### src/rtl/md_sequencer_pkg.sv
// Shared definitions for the multiply/divide sequencer: decode constants,
// status register index, default exception codes and FSM state encoding.
package md_sequencer_pkg;

  localparam logic [4:0] OPC_RTYPE  = 5'b00000;
  localparam logic [4:0] ALU_MUL    = 5'b00110;
  localparam logic [4:0] ALU_DIV    = 5'b00111;
  localparam logic [4:0] STATUS_REG = 5'd30;

  localparam int MUL_EXC_CODE_DEF = 4;
  localparam int DIV_EXC_CODE_DEF = 5;

  typedef enum logic [2:0] {
    ST_IDLE   = 3'd0,
    ST_START  = 3'd1,
    ST_BUSY   = 3'd2,
    ST_WRITE  = 3'd3,
    ST_RETIRE = 3'd4
  } md_state_t;

  typedef enum logic {
    MD_MUL = 1'b0,
    MD_DIV = 1'b1
  } md_op_t;

  // Status word written to the status register when the unit faults.
  function automatic logic [31:0] exc_status(input md_op_t op,
                                             input int     mul_code,
                                             input int     div_code);
    return (op == MD_DIV) ? 32'(div_code) : 32'(mul_code);
  endfunction

endpackage

### src/rtl/md_sequencer_wb_arbiter.sv
// Regfile write-port arbiter for the sequencer. Pipeline writeback owns the
// port whenever wb_we is high; the sequencer only writes in a free WRITE
// cycle. Selects between the destination register and the status register.
module md_sequencer_wb_arbiter
  import md_sequencer_pkg::*;
#(
  parameter int MUL_EXC_CODE = MUL_EXC_CODE_DEF,
  parameter int DIV_EXC_CODE = DIV_EXC_CODE_DEF
) (
  input  logic        in_write,
  input  logic        wb_we,
  input  md_op_t      op,
  input  logic        exc,
  input  logic [4:0]  rd,
  input  logic [31:0] result,
  output logic        write_done,
  output logic        md_we,
  output logic [4:0]  md_writeReg,
  output logic [31:0] md_writeData
);

  // Grant the port when writeback is quiet; rd==0 consumes the slot without writing.
  always_comb begin
    write_done   = in_write & ~wb_we;
    md_we        = 1'b0;
    md_writeReg  = '0;
    md_writeData = '0;
    if (write_done) begin
      if (exc) begin
        md_we        = 1'b1;
        md_writeReg  = STATUS_REG;
        md_writeData = exc_status(op, MUL_EXC_CODE, DIV_EXC_CODE);
      end else if (rd != 5'd0) begin
        md_we        = 1'b1;
        md_writeReg  = rd;
        md_writeData = result;
      end
    end
  end

endmodule

### src/rtl/md_sequencer.sv
// Multiply/divide sequencer. Detects mul/div in X, pulses the unit start,
// freezes F/D/X until the result is back and written, then retires the
// instruction with its own pipeline write suppressed.
// Optional MD_TIMEOUT_EN: bounds the BUSY wait to TIMEOUT_CYCLES and forces
// an exception when the unit never answers; without it BUSY waits forever.
module md_sequencer
  import md_sequencer_pkg::*;
#(
  parameter int TIMEOUT_CYCLES = 64,
  parameter int CNT_W          = 7,
  parameter int MUL_EXC_CODE   = MUL_EXC_CODE_DEF,
  parameter int DIV_EXC_CODE   = DIV_EXC_CODE_DEF
) (
  input  logic        clock,
  input  logic        reset,
  input  logic        ex_valid,
  input  logic [4:0]  ex_opcode,
  input  logic [4:0]  ex_aluop,
  input  logic [4:0]  ex_rd,
  input  logic        ex_flush,
  input  logic        wb_we,
  input  logic        data_resultRDY,
  input  logic        data_exception,
  input  logic [31:0] data_result,
  output logic        ctrl_MULT,
  output logic        ctrl_DIV,
  output logic        stall,
  output logic        md_we,
  output logic [4:0]  md_writeReg,
  output logic [31:0] md_writeData,
  output logic        x_squash_we
);

  md_state_t   state;
  md_op_t      op_q;
  logic [4:0]  rd_q;
  logic [31:0] result_q;
  logic        exc_q;
  logic        stall_q;
  logic        is_mul;
  logic        is_div;
  logic        is_md;
  logic        write_done;

`ifdef MD_TIMEOUT_EN
  localparam logic [CNT_W-1:0] LAST_BUSY = CNT_W'(TIMEOUT_CYCLES - 1);
  logic [CNT_W-1:0] busy_cnt;
`endif

  // Decode a live, unsquashed mul/div sitting in X.
  always_comb begin
    is_mul = ex_valid & ~ex_flush & (ex_opcode == OPC_RTYPE) & (ex_aluop == ALU_MUL);
    is_div = ex_valid & ~ex_flush & (ex_opcode == OPC_RTYPE) & (ex_aluop == ALU_DIV);
    is_md  = is_mul | is_div;
  end

  // Stall must rise in the detection cycle itself, before START is registered.
  always_comb begin
    stall = stall_q | ((state == ST_IDLE) & is_md & ~reset);
  end

  md_sequencer_wb_arbiter #(
    .MUL_EXC_CODE (MUL_EXC_CODE),
    .DIV_EXC_CODE (DIV_EXC_CODE)
  ) u_wb_arbiter (
    .in_write     (state == ST_WRITE),
    .wb_we        (wb_we),
    .op           (op_q),
    .exc          (exc_q),
    .rd           (rd_q),
    .result       (result_q),
    .write_done   (write_done),
    .md_we        (md_we),
    .md_writeReg  (md_writeReg),
    .md_writeData (md_writeData)
  );

  // Sequencer FSM with registered start pulses, stall and retire squash.
  always_ff @(posedge clock or posedge reset) begin
    if (reset) begin
      state       <= ST_IDLE;
      op_q        <= MD_MUL;
      rd_q        <= '0;
      result_q    <= '0;
      exc_q       <= 1'b0;
      stall_q     <= 1'b0;
      ctrl_MULT   <= 1'b0;
      ctrl_DIV    <= 1'b0;
      x_squash_we <= 1'b0;
`ifdef MD_TIMEOUT_EN
      busy_cnt    <= '0;
`endif
    end else begin
      ctrl_MULT   <= 1'b0;
      ctrl_DIV    <= 1'b0;
      x_squash_we <= 1'b0;
      case (state)
        ST_IDLE: begin
          if (is_md) begin
            op_q      <= is_div ? MD_DIV : MD_MUL;
            rd_q      <= ex_rd;
            exc_q     <= 1'b0;
            stall_q   <= 1'b1;
            ctrl_MULT <= is_mul;
            ctrl_DIV  <= is_div;
            state     <= ST_START;
          end
        end
        ST_START: begin
`ifdef MD_TIMEOUT_EN
          busy_cnt <= '0;
`endif
          if (data_resultRDY) begin
            result_q <= data_result;
            exc_q    <= data_exception;
            state    <= ST_WRITE;
          end else begin
            state    <= ST_BUSY;
          end
        end
        ST_BUSY: begin
`ifdef MD_TIMEOUT_EN
          busy_cnt <= busy_cnt + CNT_W'(1);
`endif
          if (data_resultRDY) begin
            result_q <= data_result;
            exc_q    <= data_exception;
            state    <= ST_WRITE;
          end
`ifdef MD_TIMEOUT_EN
          else if (busy_cnt == LAST_BUSY) begin
            exc_q <= 1'b1;
            state <= ST_WRITE;
          end
`endif
        end
        ST_WRITE: begin
          if (write_done) begin
            stall_q     <= 1'b0;
            x_squash_we <= 1'b1;
            state       <= ST_RETIRE;
          end
        end
        ST_RETIRE: begin
          state <= ST_IDLE;
        end
        default: begin
          stall_q <= 1'b0;
          state   <= ST_IDLE;
        end
      endcase
    end
  end

endmodule

### config.mk
export PLATFORM = sky130hd
export DESIGN_NAME = md_sequencer
export DESIGN_NICKNAME = d
export VERILOG_FILES = /design/src/rtl/md_sequencer_pkg.sv /design/src/rtl/md_sequencer_wb_arbiter.sv /design/src/rtl/md_sequencer.sv
export SDC_FILE = /design/constraint.sdc
export NUM_CORES = 1
export LEC_CHECK = 0
export BUFFER_PORTS_ARGS = -buffer_cell sky130_fd_sc_hd__buf_4
export CORE_MARGIN = 5
export CORE_UTILIZATION = 45
export CTS_BUF_LIST = sky130_fd_sc_hd__clkbuf_16
export DETAILED_ROUTE_END_ITERATION = 8
export PLACE_DENSITY = 0.71
export SLEW_MARGIN = 10
export SYNTH_ARGS = -nofsm -noshare
export SYNTH_HDL_FRONTEND = slang
export SYNTH_SLANG_ARGS = --single-unit
### constraint.sdc
create_clock -name clock -period 2.32 [get_ports clock]
set_clock_uncertainty 0.15 [all_clocks]
set_input_delay 0.464 -clock clock [delete_from_list [all_inputs] [get_ports clock]]
set_output_delay 0.464 -clock clock [all_outputs]
set_load 0.02 [all_outputs]
Word-level counts from Yosys, hierarchy flattened
Cells that the tools add are included.

Equality and inequality tests: 10. Muxes and demuxes: 28. Bitwise gates (word level): 13. Reduce and logical (&&, ||, !) cells: 11.

Operators by type and width (number): 32-bit two-way mux (3); 1-bit two-way mux (16); 5-bit two-way mux (3); 3-bit one-hot mux with 4 select lines (1); 5-bit by 3-bit == test with 1-bit output, second input constant (2); 3-bit two-way mux (3); 3-bit AND reduction (3); 1-bit bitwise AND (7); 3-bit by 2-bit == test with 1-bit output, second input constant (2); 2-bit inequality test, second input constant (3); 5-bit logical NOT (1); 5-bit nonzero test (1); 1-bit inverter (4); 2-bit AND reduction (2); 3-bit by 1-bit == test with 1-bit output, second input constant (1); 3-bit == test, second input constant (1); 3-bit logical NOT (1); 1-bit one-hot mux with 3 select lines (1); 3-bit OR reduction (1); 2-bit by 1-bit inequality test with 1-bit output, second input constant (1); 1-bit bitwise OR (2); 1-bit one-hot mux with 2 select lines (1); 2-bit nonzero test (1); 2-bit OR reduction (1).

Register bits after elaboration: 46. Input bits: 54. Output and inout port bits: 42. Logic and storage cells: 71.

Logic depth before layout (Yosys ltp)
Gate-level depths: netlist of run 1.

Depth after elaboration: 8. Gate-level depth with buffers: 6. Gate-level depth less buffers: 3.

Cells and area by module
From an unflattened synthesis of run 1, not the netlist that was laid out.

Cells, all modules: 170. Area total of the unflattened synthesis: 2384.8 um2.

Modules (own cells, without submodules): md_sequencer (times used 1, cells each 116, area an instance 1975.6 um2, seq. area each 1151.1 um2); md_sequencer_wb_arbiter (times used 1, cells each 54, area an instance 409.1 um2, seq. area each 0.0 um2).

Worst setup path after synthesis of run 1
OpenSTA, ideal clock, no wires.

Kind: input -> output. Start: in ex_aluop[3]. End: out stall. Arrival: 1.541 ns. Data required time: 1.706 ns. Slack: 0.165 ns. Stages on the path: 3. Path buffers: 0. Cells stage by stage: nor4bb_1 nand4_1 o21ai_0.

Cells in the longest elaborated chain, start to end: 6.

RTL lines: from (decl) (RTL line md_sequencer.sv:18) `input logic [4:0] ex_aluop,`; 5-bit by 3-bit == test with 1-bit output (on tied branches) (RTL line md_sequencer.sv:52, md_sequencer.sv:53); 1-bit bitwise AND (on tied branches) (RTL line md_sequencer.sv:52, md_sequencer.sv:53); 1-bit bitwise OR (*) (RTL line md_sequencer.sv:54) `is_md = is_mul | is_div;`; 1-bit bitwise AND (*) (2 in series) (RTL line md_sequencer.sv:59) `stall = stall_q | ((state == ST_IDLE) & is_md & ~reset);`; 1-bit bitwise OR (*) (RTL line md_sequencer.sv:59); to (decl) (RTL line md_sequencer.sv:27) `output logic stall,`.

Every way passes the cells marked *; elsewhere a longest branch is shown, timed or not.

Final worst setup path of run 1
Start: reg rd_q[3]. End: out md_writeData[3].

Cells in the longest elaborated chain, start to end: 4.

RTL lines: from (decl) (RTL line md_sequencer.sv:36) `logic [4:0] rd_q;`; from (signal assigned) (RTL line md_sequencer.sv:101) `rd_q <= ex_rd;`; 5-bit nonzero test (RTL line md_sequencer_wb_arbiter.sv:33) `end else if (rd != 5'd0) begin`; 32-bit two-way mux (RTL line md_sequencer_wb_arbiter.sv:33); 32-bit two-way mux (RTL line md_sequencer_wb_arbiter.sv:29) `if (exc) begin`; 32-bit two-way mux (RTL line md_sequencer_wb_arbiter.sv:28) `if (write_done) begin`; to (decl) (RTL line md_sequencer.sv:30) `output logic [31:0] md_writeData,`.

Every way passes these cells.

==> qor.csv, run 1 <==
metric,value,unit
port bufs,95,
drt initial violations,53,
Final nets,324,
hold_ws,94.7,ps
overall die width,82.4,µm
Sequential cell area,1150,µm²
Setup CP Type,reg -> out,
H-tree Lvls,2,
startpoint type of the worst setup path,flop,
top achievable clock speed,0.402,GHz
Clock transition at path regs,60,ps
data arrival at the endpoint of the critical path,1870,ps
via count of the first global-routing pass,1825,
Routed WL per cell,16.9,µm
clock insertion delay at the later pin of the skew report,280,ps
pin count of the biggest net entering global routing,27,
total power of the final layout,3.16,mW
Register-to-Register Path Depth,5,
total via count in the routed design,1697,
number of antenna violations at the first check in global routing,0,
area of the core region,5110,µm²
worst setup path endpoint,md_writeData[3],
number of inserted diodes,0,
CTS buffer count,5,
count of mapped cells out of synthesis,166,
initial standard-cell utilization of the core,0.462,
Final Max Tran Viols,0,
DRT Wirelength,5.75,mm
setup repair after global routing missed its margin,true,
largest voltage drop on the vdd net,0.616,mV
Area Growth Syn to Fin,46.8,%
total number of clock tree sinks,46,
Bufs on Longest Clock Path,2,
Vert. Die Dim,82.4,µm
share of flip-flops with an asynchronous set or reset after synthesis,1.00,
number of synthesized flops with an enable pin,0,
Least-Margin Pin Slew,552,ps
total number of yosys warnings,0,
source of the critical timing path,rd_q[3],
combined area of the multi-input logic cells,1160,µm²
Detailed Routing Iterations Pass 1,4,
normalized max-slew margin,0.632,
Clock Tree Root,sky130_fd_sc_hd__clkbuf_16,
FF-to-FF Start,state[0],
maximum capacitance violations,0,
type of the most critical hold path,in -> async,
Detail Placement HPWL,3.96,mm
number of flip-flops and latches in the synthesized netlist,46,
Final ANT Viol Nets,0,
Reg2Reg Setup Slack,350,ps
CP required,1710,ps
maximum fanout encountered on the critical timing path,8,
Syn Nets,220,
routed via count divided by cell count,4.98,
violations in the final reports,negative setup slack,
sequential-to-total area share from yosys stat,0.488,
final worst path period share,1.07,
final RePlAce weighted congestion,0.844,
die area,6790,µm²
DRC,0,
ordered list of cells on the worst path,or4_4 -> o211a_4 -> and2_4 -> buf_6,
top flip-flop cell by instance count after synthesis,sky130_fd_sc_hd__dfrtp_1,
largest stage delay on the critical path,610,ps
post-synthesis instance area,2360,µm²
aggregate global-route resource usage,0.183,
final hold violations,0,
Netlist cell types,37,
type of destination of the critical path,output pin,
wire length of the first global-routing pass,9.27,mm
minimum clock period,2480,ps
setup violators final,33,
remaining global-route overflow,0,
slowest cell on the critical path,sky130_fd_sc_hd__or4_4,
standard-cell rows,26,
boundary pin count,96,
share of post-route cells with drive strength above 1,0.683,
clock tree from TritonCTS,yes,
Cell Pwr Density,912,nW/µm²
number of inserted filler cells in the final layout,383,
capture instance of the worst register-to-register path,result_q[9],
leakage,1.72,nW
result of the run,finished with violations,
setup ws final,-165,ps
mean cell area of the mapped netlist,14.2,µm²
-- synth_stat cells (2+ instances only) --
| master | n | share of area |
|---|---|---|
| sky130_fd_sc_hd__dfrtp_1 | 46 | 0.49 |
| sky130_fd_sc_hd__and2_4 | 30 | 0.11 |
| sky130_fd_sc_hd__mux2_4 | 20 | 0.13 |
| sky130_fd_sc_hd__mux2_1 | 10 | 0.048 |
| sky130_fd_sc_hd__mux2_2 | 9 | 0.043 |
| sky130_fd_sc_hd__buf_6 | 7 | 0.033 |
| sky130_fd_sc_hd__o21a_1 | 5 | 0.016 |
| sky130_fd_sc_hd__inv_1 | 4 | 0.0064 |
| sky130_fd_sc_hd__buf_4 | 3 | 0.0095 |
| sky130_fd_sc_hd__nand2_1 | 2 | 0.0032 |
| sky130_fd_sc_hd__nor4_2 | 2 | 0.011 |
| sky130_fd_sc_hd__nor4bb_1 | 2 | 0.0085 |
| sky130_fd_sc_hd__o21ai_0 | 2 | 0.0042 |
-- critical path: cells and delay by family (launching register included) --
kind	cells	cell delay, ps
flip-flops	1	390
AND/OR/NAND/NOR	2	760
buffers and inverters	1	120
AO/OA/AOI/OAI	1	310
-- logic make-up (layout without fill, tap and decap cells) --
family,after synthesis,in the layout,share of synthesized area
flip-flops,46,46,0.488
XOR/XNOR,1,1,0.00689
buffers and inverters,16,118,0.0530
AND/OR/NAND/NOR,46,46,0.171
multiplexers,40,40,0.222
AO/OA/AOI/OAI,17,20,0.0589
-- worst min path at each step --
stage,startpoint,to,cells past startpoint
after floorplan,result_q[10],result_q[10],1
after global placement,result_q[13],result_q[13],1
after detailed placement,result_q[6],result_q[6],1
after CTS,reset,stall_q,2
after global routing,reset,state[1],2
final,reset,stall_q,2
-- state kept, by name (all words and copies together) (netlist names) --
name         count
op_q             1
x_squash_we      1
ctrl_MULT        1
result_q        32
exc_q            1
rd_q             5
ctrl_DIV         1
stall_q          1
state            3
-- power by group --
group	total (mW)	switching [mW]	internal, mW
Sequential	1.34	0.209	1.13
Combinational	1.15	0.453	0.702
Clock	0.660	0.271	0.389
-- metal layers --
layer,wire length (µm),track usage
met1,2240,0.223
met2,2940,0.313
met3,492,0.0564
met4,75,0.0515
met5,0,0
-- cell type report --
| class | count | area share |
|---|---|---|
| clock buffers | 5 | 0.0361 |
| clock inverters | 3 | 0.00361 |
| inverters | 4 | 0.00434 |
| multi-input cells | 107 | 0.336 |
| flip-flops and latches | 46 | 0.332 |
| well taps | 70 | 0.0253 |
| repair buffers | 106 | 0.262 |
-- cell usage in the layout, fill, tap and decap left out, types with 2 or more instances in the layout --
cell,count
sky130_fd_sc_hd__clkbuf_16,5
sky130_fd_sc_hd__nand2_1,2
sky130_fd_sc_hd__buf_4,76
sky130_fd_sc_hd__buf_6,30
sky130_fd_sc_hd__inv_1,4
sky130_fd_sc_hd__nor4_4,2
sky130_fd_sc_hd__mux2_4,20
sky130_fd_sc_hd__mux2_1,10
sky130_fd_sc_hd__mux2_2,9
sky130_fd_sc_hd__and2_4,30
sky130_fd_sc_hd__dfrtp_1,46
sky130_fd_sc_hd__o21a_1,5
sky130_fd_sc_hd__o211a_4,4
-- per-stage QoR --
stage           util  std cells  setup TNS, ps  setup slack [ps]  instance area (µm²)
3_3_place_gp   0.609        327              0              64.7                 3110
6_report       0.678        341          -4870              -165                 3460
4_1_cts        0.670        339          -4940              -178                 3420
5_1_grt        0.678        341          -6420              -213                 3460
3_5_place_dp   0.609        327              0              42.4                 3110
2_1_floorplan      -        166              0               165                 2360
-- repair_timing --
action / in CTS / in global routing
pin swaps: 33 / 7
endpoints found under the setup margin: 33 / 34
gates resized for setup: 34 / 5
setup buffers: 1 / 2
endpoints found under the hold margin: 0 / 0
hold buffers: 0 / 0
cloned: 3 / 0
Power figures use the tool's default switching activity.
==> run 2, diff against run 1 <==
- ABC_AREA: not set -> 1
- PLACE_DENSITY: 0.71 -> 0.72
- REMOVE_ABC_BUFFERS: not set -> 1
- TNS_END_PERCENT: not set -> 20
==> qor.csv, run 2 <==
metric,value,unit
total number of clock tree sinks,46,
FF-to-FF Start,state[0],
largest cells by area after synthesis,"sky130_fd_sc_hd__dfrtp_1 50%, sky130_fd_sc_hd__nand2_1 9.3%, sky130_fd_sc_hd__inv_1 7.4%",
post-synthesis instance area,2290,µm²
type of the most critical hold path,in -> async,
registers with the most flip-flops,"result_q: 32 flops, rd_q: 5 flops, state: 3 flops",
drt initial violations,121,
aggregate global-route resource usage,0.181,
number of flip-flops and latches in the synthesized netlist,46,
Clock transition at path regs,60,ps
setup ws final,84.0,ps
Detailed Routing Iterations Pass 1,4,
final hold violations,0,
Bufs on Longest Clock Path,2,
maximum capacitance violations,0,
number of antenna violations at the first check in global routing,0,
boundary pin count,96,
clock insertion delay at the later pin of the skew report,280,ps
setup violators final,0,
DRC,0,
Vert. Die Dim,81.3,µm
share of flip-flops with an asynchronous set or reset after synthesis,1.00,
"leading cell type in the layout, fill and taps excluded",sky130_fd_sc_hd__buf_4,
maximum fanout encountered on the critical timing path,27,
Final nets,442,
wire length of the first global-routing pass,9.43,mm
total number of yosys warnings,0,
share of post-route cells with drive strength above 1,0.339,
Setup CP Type,reg -> out,
area fraction of the dominant cell type after synthesis,0.503,
Cell Pwr Density,781,nW/µm²
CTS buffer count,5,
"leading cell types in the layout, fill and taps excluded","97 x sky130_fd_sc_hd__buf_4, 56 x sky130_fd_sc_hd__nand2_1, 46 x sky130_fd_sc_hd__dfrtp_1",
source of the critical timing path,state[2],
Post-Place Setup Slack,334,ps
number of inserted filler cells in the final layout,482,
Area Growth Syn to Fin,41.5,%
register name with the most flops,result_q,
largest voltage drop on the vdd net,0.502,mV
type of destination of the critical path,output pin,
setup repair after global routing missed its margin,true,
post-route design area,3240,µm²
total via count in the routed design,2180,
Netlist cell types,18,
CP required,1710,ps
sequential-to-total area share from yosys stat,0.503,
area of the core region,5010,µm²
Clock Tree Root,sky130_fd_sc_hd__clkbuf_16,
total power of the final layout,2.53,mW
number of synthesized flops with an enable pin,0,
pin count of the biggest net entering global routing,36,
leakage,1.80,nW
remaining global-route overflow,0,
startpoint type of the worst setup path,flop,
hold_ws,26.9,ps
Final ANT Viol Nets,0,
standard-cell rows,26,
die area,6610,µm²
result of the run,"finished, final reports clean",
kind of cell adding the most delay to the critical path,simple AND/OR/NAND/NOR gates,
routed via count divided by cell count,4.75,
most instantiated cells after synthesis,"57 x sky130_fd_sc_hd__nand2_1, 46 x sky130_fd_sc_hd__dfrtp_1, 45 x sky130_fd_sc_hd__inv_1, 42 x sky130_fd_sc_hd__nor2_1, 24 x sky130_fd_sc_hd__nor3_1",
Routed WL per cell,12.5,µm
hold bufs inserted after CTS,0,
largest stage delay on the critical path,410,ps
top-count cell post-synth,sky130_fd_sc_hd__nand2_1,
number of inserted diodes,0,
data arrival at the endpoint of the critical path,1620,ps
clock tree from TritonCTS,yes,
initial standard-cell utilization of the core,0.457,
H-tree Lvls,2,
top flip-flop cell by instance count after synthesis,sky130_fd_sc_hd__dfrtp_1,
mean cell area of the mapped netlist,7.74,µm²
Final Max Tran Viols,0,
placed standard-cell area,3060,µm²
final RePlAce weighted congestion,0.786,
count of mapped cells out of synthesis,296,
via count of the first global-routing pass,2215,
overall die width,81.3,µm
port bufs,95,
DRT Wirelength,5.74,mm
normalized max-slew margin,0.695,
final worst path period share,0.964,
ordered list of cells on the worst path,inv_2 -> nand3_2 -> nor2_4 -> inv_4 -> nor3_1 -> buf_4,
Detail Placement HPWL,4.30,mm
"Buf+Inv Stages, Crit Path",3,
cell type with the highest aggregate area in the netlist,sky130_fd_sc_hd__dfrtp_1,
TNS Setup,0,ps
number of flip-flops in the largest register,32,
Least-Margin Pin Slew,457,ps
top achievable clock speed,0.447,GHz
slowest cell on the critical path,sky130_fd_sc_hd__dfrtp_1,
minimum clock period,2240,ps
[run 2: final cells by class]
cell class / count / area [µm²] / share of cell area
multi-input combinational: 184 / 863 / 0.266
clock inverter: 3 / 40.0 / 0.0124
clock buffer: 5 / 125 / 0.0386
timing repair buffer: 100 / 779 / 0.241
tap: 70 / 87.6 / 0.0270
inverter: 51 / 194 / 0.0598
sequential: 46 / 1150 / 0.355
[run 2: worst paths after layout]
path,cells past startpoint,slack [ps],endpoint
max,6,80,md_writeData[21]
min,2,30,stall_q
max reg2reg,7,570,result_q[6]
min reg2reg,2,320,stall_q
max in group asynchronous,3,1500,result_q[26]
min in group clock,2,220,state[2]
[run 2: logic make-up after synthesis]
kind of cell,after synthesis,share of synthesized area
AO/OA/AOI/OAI,34,0.0929
buffers and inverters,66,0.126
AND/OR/NAND/NOR,150,0.279
flip-flops,46,0.503
[run 2: per-stage QoR]
step | instances | util
global route | 459 | 0.647
detailed placement | 451 | 0.611
global placement | 451 | 0.611
floorplan | 281 | -
finish | 459 | 0.647
CTS | 459 | 0.644
[run 2: power by group]
part	internal, mW	leakage (nW)	total (mW)	switching (mW)
Sequential	1.06	0.524	1.16	0.101
Combinational	0.240	1.19	0.572	0.332
Clock	0.504	0.0836	0.798	0.294
Total	1.81	1.80	2.53	0.727
[run 2: per-layer routing]
| layer | track usage | wire length (µm) | vias to the layer above |
|---|---|---|---|
| met3 | 0.0388 | 432 | 4 |
| met2 | 0.324 | 2790 | 72 |
| met4 | 0.0355 | 20 | 0 |
| li1 | - | - | 1095 |
| met5 | 0 | 0 | - |
| met1 | 0.225 | 2490 | 1009 |
[run 2: timing repair]
action                                  in CTS  in global routing
buffers inserted                             0                  0
endpoints found under the setup margin       0                 35
resized for setup                            0                  5
==> run 3, diff against run 2 <==
- CTS_BUF_LIST: sky130_fd_sc_hd__clkbuf_16 -> not set
- SETUP_SLACK_MARGIN: not set -> 0.05
==> qor.csv, run 3 (synthesis results as in run 2) <==
metric,value,unit
setup repair after global routing missed its margin,true,
normalized max-slew margin,0.699,
top achievable clock speed,0.458,GHz
Final nets,443,
share of post-route cells with drive strength above 1,0.359,
remaining global-route overflow,0,
routed via count divided by cell count,4.68,
Least-Margin Pin Slew,451,ps
Area Growth Syn to Fin,41.1,%
register name with the most flops,result_q,
total power of the final layout,2.33,mW
total number of clock tree sinks,46,
largest stage delay on the critical path,440,ps
DRT Wirelength,5.66,mm
slowest cell on the critical path,sky130_fd_sc_hd__dfrtp_1,
DRC,0,
CTS buffer count,5,
boundary pin count,96,
Setup CP Type,reg -> out,
hold bufs inserted after CTS,0,
minimum clock period,2180,ps
type of destination of the critical path,output pin,
"leading cell type in the layout, fill and taps excluded",sky130_fd_sc_hd__buf_4,
Post-Route Utilization,0.645,
final RePlAce weighted congestion,0.786,
TNS Setup,0,ps
registers with the most flip-flops,"result_q: 32 flops, rd_q: 5 flops, state: 3 flops",
total via count in the routed design,2153,
ordered list of cells on the worst path,inv_2 -> nand2_2 -> nor2_2 -> nand3_1 -> o21bai_1 -> buf_4,
area of the core region,5010,µm²
pin count of the biggest net entering global routing,36,
Detailed Routing Iterations Pass 1,4,
number of inserted diodes,0,
startpoint type of the worst setup path,flop,
port bufs,95,
number of antenna violations at the first check in global routing,0,
aggregate global-route resource usage,0.178,
"leading cell types in the layout, fill and taps excluded","97 x sky130_fd_sc_hd__buf_4, 56 x sky130_fd_sc_hd__nand2_1, 46 x sky130_fd_sc_hd__dfrtp_1",
wire length of the first global-routing pass,9.32,mm
leakage,1.78,nW
Vert. Die Dim,81.3,µm
Final Max Tran Viols,0,
drt initial violations,119,
overall die width,81.3,µm
final worst path period share,0.942,
Clock transition at path regs,90,ps
initial standard-cell utilization of the core,0.457,
CP required,1710,ps
data arrival at the endpoint of the critical path,1570,ps
result of the run,"finished, final reports clean",
standard-cell rows,26,
clock tree from TritonCTS,yes,
maximum capacitance violations,0,
Clock Tree Root,sky130_fd_sc_hd__clkbuf_8,
largest voltage drop on the vdd net,0.496,mV
Cell Pwr Density,721,nW/µm²
Routed WL per cell,12.3,µm
final hold violations,0,
Detail Placement HPWL,4.30,mm
type of the most critical hold path,in -> async,
setup violators final,0,
via count of the first global-routing pass,2207,
maximum fanout encountered on the critical timing path,4,
clock insertion delay at the later pin of the skew report,290,ps
die area,6610,µm²
number of flip-flops in the largest register,32,
Bufs on Longest Clock Path,2,
H-tree Lvls,2,
Final ANT Viol Nets,0,
==> run 3: cell types whose count changed in the layout (fill, tap and decap cells not counted), sizes merged <==
cell and change:
buf +1
==> run 3: per-stage QoR <==
| step | hold WS [ps] | worst slack (ps) | cells | instance area (µm²) |
|---|---|---|---|---|
| 2_1_floorplan | 286 | 28.4 | 281 | 2190 |
| 3_3_place_gp | 299 | 356 | 451 | 3060 |
| 3_5_place_dp | 304 | 334 | 451 | 3060 |
| 4_1_cts | 22.8 | 1.29 | 459 | 3170 |
| 5_1_grt | 27.0 | 2.17 | 460 | 3230 |
| 6_report | 10.3 | 136 | 460 | 3230 |
==> run 3: final timing paths <==
check                      slack, ps  startpoint           to  cells past startpoint
max                              140    state[1]        stall                      6
min                               10       reset      stall_q                      2
max reg2reg                      550    state[0]  result_q[6]                      7
min reg2reg                      320     stall_q      stall_q                      2
max in group asynchronous       1520       reset  result_q[6]                      3
min in group clock               200       wb_we     state[2]                      2
==> run 3: power breakdown <==
group	leakage (nW)	internal, mW	switching (mW)	total, mW
sequential	0.524	1.06	0.102	1.16
clock	0.0579	0.317	0.268	0.586
combinational	1.20	0.240	0.343	0.583
total	1.78	1.62	0.713	2.33
==> run 3: area by class of cell <==
| cell class | count | area, µm² |
|---|---|---|
| fillers | 482 | 1780 |
| flip-flops and latches | 46 | 1150 |
| multi-input cells | 184 | 896 |
| repair buffers | 101 | 791 |
| inverters | 51 | 196 |
| well taps | 70 | 87.6 |
| clock buffers | 5 | 68.8 |
| clock inverters | 3 | 40.0 |
==> run 3: per-layer routing <==
metal  part of all wire  GRT usage
met2               0.48      0.316
met5                  0          0
met4             0.0069     0.0355
met1               0.43      0.221
met3              0.079     0.0388
==> run 3: repair_timing <==
item	in CTS	in global routing
pin swaps	0	1
endpoints found under the setup margin	22	38
resized for setup	0	16
buffers inserted	0	1
==> run 3: worst max-delay path, delay by kind of cell, from the launching register on <==
kind                   cells  cell delay [ps]
DFF                        1              440
AOI/OAI and AO/OA          1              170
buffers and inverters      2              240
and+or+nand+nor            3              420
